<file path="src/rtl/mips_pkg.sv">
// Shared constants and types for the single-cycle MIPS control unit.
package mips_pkg;

  localparam logic [5:0] OP_RTYPE = 6'b000000;
  localparam logic [5:0] OP_LW    = 6'b100011;
  localparam logic [5:0] OP_SW    = 6'b101011;
  localparam logic [5:0] OP_BEQ   = 6'b000100;
  localparam logic [5:0] OP_ADDI  = 6'b001000;
  localparam logic [5:0] OP_ANDI  = 6'b001100;
  localparam logic [5:0] OP_ORI   = 6'b001101;
  localparam logic [5:0] OP_SLTI  = 6'b001010;
  localparam logic [5:0] OP_J     = 6'b000010;

  localparam logic [5:0] F_ADD = 6'b100000;
  localparam logic [5:0] F_SUB = 6'b100010;
  localparam logic [5:0] F_AND = 6'b100100;
  localparam logic [5:0] F_OR  = 6'b100101;
  localparam logic [5:0] F_SLT = 6'b101010;

  localparam logic [3:0] ALU_AND = 4'b0000;
  localparam logic [3:0] ALU_OR  = 4'b0001;
  localparam logic [3:0] ALU_ADD = 4'b0010;
  localparam logic [3:0] ALU_SUB = 4'b0110;
  localparam logic [3:0] ALU_SLT = 4'b0111;

  typedef enum logic [1:0] {
    AOP_ADD   = 2'b00,
    AOP_SUB   = 2'b01,
    AOP_FUNCT = 2'b10,
    AOP_IMM   = 2'b11
  } aluop_t;

  typedef struct packed {
    logic [3:0] alucontrol;
    logic       memwrite;
    logic       regwrite;
    logic       alusrc;
    logic       jump;
    logic       memtoreg;
    logic       pcsrc;
    logic       regdst;
  } ctrl_t;

endpackage

</file>
<file path="src/rtl/mips_controller_alu_decoder.sv">
// Combinational ALU select: aluop picks fixed add/sub, the funct field, or the immediate opcode.
module alu_decoder
  import mips_pkg::*;
(
  input  aluop_t     aluop,
  input  logic [5:0] funct,
  input  logic [5:0] opcode,
  output logic [3:0] alucontrol,
  output logic       funct_ok
);

  // funct_ok depends on funct alone so the main decoder can gate R-type writes without a comb loop
  always_comb begin
    funct_ok = 1'b0;
    case (funct)
      F_ADD, F_SUB, F_AND, F_OR, F_SLT: funct_ok = 1'b1;
      default:                          funct_ok = 1'b0;
    endcase
  end

  always_comb begin
    alucontrol = ALU_AND;
    case (aluop)
      AOP_ADD: alucontrol = ALU_ADD;
      AOP_SUB: alucontrol = ALU_SUB;
      AOP_FUNCT: begin
        case (funct)
          F_ADD:   alucontrol = ALU_ADD;
          F_SUB:   alucontrol = ALU_SUB;
          F_AND:   alucontrol = ALU_AND;
          F_OR:    alucontrol = ALU_OR;
          F_SLT:   alucontrol = ALU_SLT;
          default: alucontrol = ALU_AND;
        endcase
      end
      default: begin
        case (opcode)
          OP_ANDI: alucontrol = ALU_AND;
          OP_ORI:  alucontrol = ALU_OR;
          OP_SLTI: alucontrol = ALU_SLT;
          default: alucontrol = ALU_AND;
        endcase
      end
    endcase
  end

endmodule

</file>
<file path="src/rtl/mips_controller.sv">
// MIPS control unit: main decode plus ALU decode, all strobes registered on clk.
module mips_controller
  import mips_pkg::*;
(
  input  logic       clk,
  input  logic       rst_n,
  input  logic [5:0] opcode,
  input  logic [5:0] funct,
  input  logic       zero,
  output logic [3:0] aluControl,
  output logic       memWrite,
  output logic       regWrite,
  output logic       aluSrc,
  output logic       jump,
  output logic       memtoReg,
  output logic       pcsrc,
  output logic       regdst
);

  aluop_t     aluop;
  logic [3:0] alu_sel;
  logic       funct_ok;
  logic       branch;
  ctrl_t      nxt, q;

  // j and unknown opcodes route through the immediate path, whose default is 0000
  always_comb begin
    aluop = AOP_IMM;
    case (opcode)
      OP_RTYPE:            aluop = AOP_FUNCT;
      OP_LW, OP_SW, OP_ADDI: aluop = AOP_ADD;
      OP_BEQ:              aluop = AOP_SUB;
      default:             aluop = AOP_IMM;
    endcase
  end

  alu_decoder u_alu_dec (
    .aluop      (aluop),
    .funct      (funct),
    .opcode     (opcode),
    .alucontrol (alu_sel),
    .funct_ok   (funct_ok)
  );

  always_comb begin
    nxt            = '0;
    branch         = 1'b0;
    nxt.alucontrol = alu_sel;
    case (opcode)
      OP_RTYPE: begin
        nxt.regwrite = funct_ok;
        nxt.regdst   = funct_ok;
      end
      OP_LW: begin
        nxt.regwrite = 1'b1;
        nxt.alusrc   = 1'b1;
        nxt.memtoreg = 1'b1;
      end
      OP_SW: begin
        nxt.memwrite = 1'b1;
        nxt.alusrc   = 1'b1;
      end
      OP_BEQ: branch = 1'b1;
      OP_ADDI, OP_ANDI, OP_ORI, OP_SLTI: begin
        nxt.regwrite = 1'b1;
        nxt.alusrc   = 1'b1;
      end
      OP_J: nxt.jump = 1'b1;
      default: nxt.alucontrol = ALU_AND;
    endcase
    nxt.pcsrc = branch & zero;
  end

  always_ff @(posedge clk) begin
    if (!rst_n) q <= '0;
    else        q <= nxt;
  end

  assign aluControl = q.alucontrol;
  assign memWrite   = q.memwrite;
  assign regWrite   = q.regwrite;
  assign aluSrc     = q.alusrc;
  assign jump       = q.jump;
  assign memtoReg   = q.memtoreg;
  assign pcsrc      = q.pcsrc;
  assign regdst     = q.regdst;

endmodule

</file>
<file path="config.mk">
export PLATFORM = sky130hd
export DESIGN_NAME = mips_controller
export DESIGN_NICKNAME = d
export VERILOG_FILES = /design/src/rtl/mips_pkg.sv /design/src/rtl/mips_controller_alu_decoder.sv /design/src/rtl/mips_controller.sv
export SDC_FILE = /design/constraint.sdc
export NUM_CORES = 1
export LEC_CHECK = 0
export CAP_MARGIN = 20
export CORE_MARGIN = 4
export CORE_UTILIZATION = 38
export CTS_CLUSTER_DIAMETER = 40
export DETAILED_ROUTE_END_ITERATION = 12
export PLACE_DENSITY = 0.82
export REMOVE_ABC_BUFFERS = 1
export SLEW_MARGIN = 20
export SYNTH_ARGS = -nofsm -noshare
export SYNTH_HDL_FRONTEND = slang
export SYNTH_SLANG_ARGS = --single-unit
</file>
<file path="constraint.sdc">
create_clock -name clk -period 1 [get_ports clk]
set_input_delay 0.1 -clock clk [delete_from_list [all_inputs] [get_ports clk]]
set_output_delay 0.1 -clock clk [all_outputs]
set_load 0.01 [all_outputs]
</file>
==> run_results.csv <==
group,metric,value,unit
routing,wl,1.26,mm
run,cap_violations,0,
pwr,pwr-share-comb,22.4,%
sta,period_share,97.1,%
floorplanning,core,0.00130,mm^2
routing,ant_nets,0,
floorplanning,start_util,40.8,%
pwr,irDropWorstVdd,0.531,mV
routing,dr.pass1.iters,4,
sta,fmax,1.03,GHz
cts,cts_num_sinks,10,
routing,viasPerCell,5.14,
cts,numCtsBuffers,3,
critical_path,path_class,"input port to flip-flop",
global_routing,first_global_vias,545,
cts,cts_tree,"yes",
pwr,p_clk_share,30.8,%
cts,clockBufferDepth,2,
routing,avgRoutedWirePerCell,11.7,um
pwr,p_switching,0.212,mW
floorplanning,fp.dieH,45.4,um
layout,synthToLayoutAreaGrowth,69.3,%
layout,drive_gt1_share,30.1,%
routing,drt-initial-drc-count,3,
cts,holdBufCountCts,0,
synth,synth_top_area_share,37.7,%
cts,cts_root_buffer,"clkbuf_4",
pwr,leakagePower,0.431,nW
floorplanning,die_w,45.4,um
routing,vias,555,
floorplanning,ios,26,
layout,nets,110,
routing,drc,0,
pwr,p_seq_share,46.8,%
floorplanning,dieArea,0.00206,mm^2
synth,synth.largest_area_cell,"dfxtp_1",
cts,clk_pin_slew,60,ps
global_routing,grt_max_degree,7,
sta,setup_viol,0,
floorplanning,fp-row-count,13,
global_routing,track_usage,14.7,%
sta,drv_slew,0,
pwr,p_int,0.650,mW
placement,place.gp.congestion,0.811,
synth,synth_cells,58,
sta,hold_violations,0,
critical_path,cp-start-kind,"input port",
global_routing,grt_overflow_total,0,
synth,synthTopCellsByArea,"dfxtp_1 38%, nor4_4 4.0%, mux2i_1 3.8%, nand3_1 3.8%, nor4bb_1 3.8%",
layout,fillCellCount,120,
critical_path,cp_max_fo,4,
synth,ys_ff_latch,10,
sta,period_minus_slack,971,ps
pwr,power.density,960,mW/mm^2
cts,htree_levels,1,
layout,antenna_cells,0,
synth,synth_area,531,um^2
synth,ys_warn_count,0,
global_routing,antenna_found_initial,0,
status,status,"completed",
synth,yosysSeqAreaShare,37.7,%
critical_path,crit_required,1170,ps
synth,synth.avg_cell_area,9.15,um^2
placement,dpl_cell_area,851,um^2
layout,design_area,898,um^2
placement,port_buffers,24,
layout,finish.utilization,69.0,%
global_routing,grt_pass1_wl,2.10,mm
synth,synth_cell_types,29,
critical_path,end_kind,"flip-flop",
pwr,swShare,24.6,%
hold_path,hold_path_class,"input port to flip-flop",
critical_path,critical_path_arrival,1140,ps
## what timing repair did
action	in CTS	in global routing
resized for setup	24	4
setup endpoints to repair	16	3
gates cloned	0	0
buffers inserted	0	0
endpoints found under the hold margin	0	0
pin swaps	0	1
## worst paths after layout
kind	from	endpoint	slack [ps]	depth (start not counted)
min	funct[0]	aluControl[2]$_SDFF_PN0_	330	4
max	funct[5]	aluControl[1]$_SDFF_PN0_	30	4
## through the flow
stage	power, mW	setup TNS, ps	worst slack [ps]	instances	hold slack, ps
floorplan	0.469	0	250	54	172
global placement	0.599	-2790	-366	105	664
detailed placement	0.604	-3150	-406	105	662
CTS	0.875	-10.0	-10.0	108	370
global route	0.913	-18.4	-9.57	108	358
finish	0.862	0	29.0	108	328
## final cells by class
type / count / area [um^2] / share of cell area (%)
clock buffers: 3 / 22.5 / 2.51
inverters: 2 / 7.51 / 0.836
multi-input cells: 42 / 339 / 37.7
flip-flops and latches: 10 / 200 / 22.3
well taps: 15 / 18.8 / 2.09
repair buffers: 36 / 310 / 34.5
## sequential cells by signal, summed over array words and instances, names as in the netlist
signal	flops
aluControl	3
aluSrc	1
jump	1
memWrite	1
memtoReg	1
pcsrc	1
regWrite	1
regdst	1
## critical path, cell delays in order
cell,delay (ps)
clkdlybuf4s50_1,450
nor2b_2,210
nand3_1,140
a311oi_2,250
## synthesized netlist by cell type, drive strengths merged
cell type	instances
nor3	1
and3	1
and3b	1
nor2b	3
and4b	1
a311oi	2
nand3	4
o211ai	2
mux2i	2
nor2	4
nand4	1
nor4	2
nor4bb	2
a21oi	2
nand3b	2
nand2b	3
nand2	4
o21ai	2
nor3b	2
dfxtp	10
buf	4
conb	1
inv	2
## layout by cell type (no fill, tap or decap), types with 2 or more instances in the layout
| cell type | netlist | final |
|---|---|---|
| nand2_1 | 4 | 3 |
| o211ai_1 | 2 | 2 |
| dlygate4sd2_1 | 0 | 18 |
| nor2b_2 | 0 | 2 |
| clkdlybuf4s50_1 | 0 | 5 |
| dfxtp_1 | 10 | 10 |
| inv_1 | 2 | 2 |
| nand2b_1 | 3 | 3 |
| nand3b_1 | 2 | 2 |
| mux2i_1 | 2 | 2 |
| buf_4 | 1 | 12 |
| nor2_1 | 4 | 3 |
| nor4bb_4 | 0 | 2 |
| clkbuf_4 | 0 | 3 |
| nand3_1 | 4 | 4 |
## metal layers
layer | vias to the layer above | global-route usage, % | routed length, um
li1 | 279 | - | -
met1 | 244 | 12.5 | 463
met2 | 25 | 26.8 | 640
met3 | 7 | 4.38 | 101
met4 | 0 | 13.5 | 55
met5 | - | 0 | 0
## power groups by stage
stage	Combinational [mW]	Clock (mW)	Sequential (mW)
6_report	0.193	0.265	0.404
5_1_grt	0.208	0.301	0.404
4_1_cts	0.190	0.280	0.404
3_5_place_dp	0.190	0	0.413
3_3_place_gp	0.186	0	0.413
2_1_floorplan	0.0534	0	0.416
## logic make-up (layout without fill, tap and decap cells)
group | Yosys count | in the layout | synth area share, %
and+or+nand+nor | 31 | 31 | 39.1
DFF | 10 | 10 | 37.7
AOI/OAI and AO/OA | 8 | 8 | 11.8
muxes | 2 | 2 | 3.77
other | 1 | 1 | 0.707
buffers and inverters | 6 | 41 | 6.84
(Power assumes the default switching activity.)
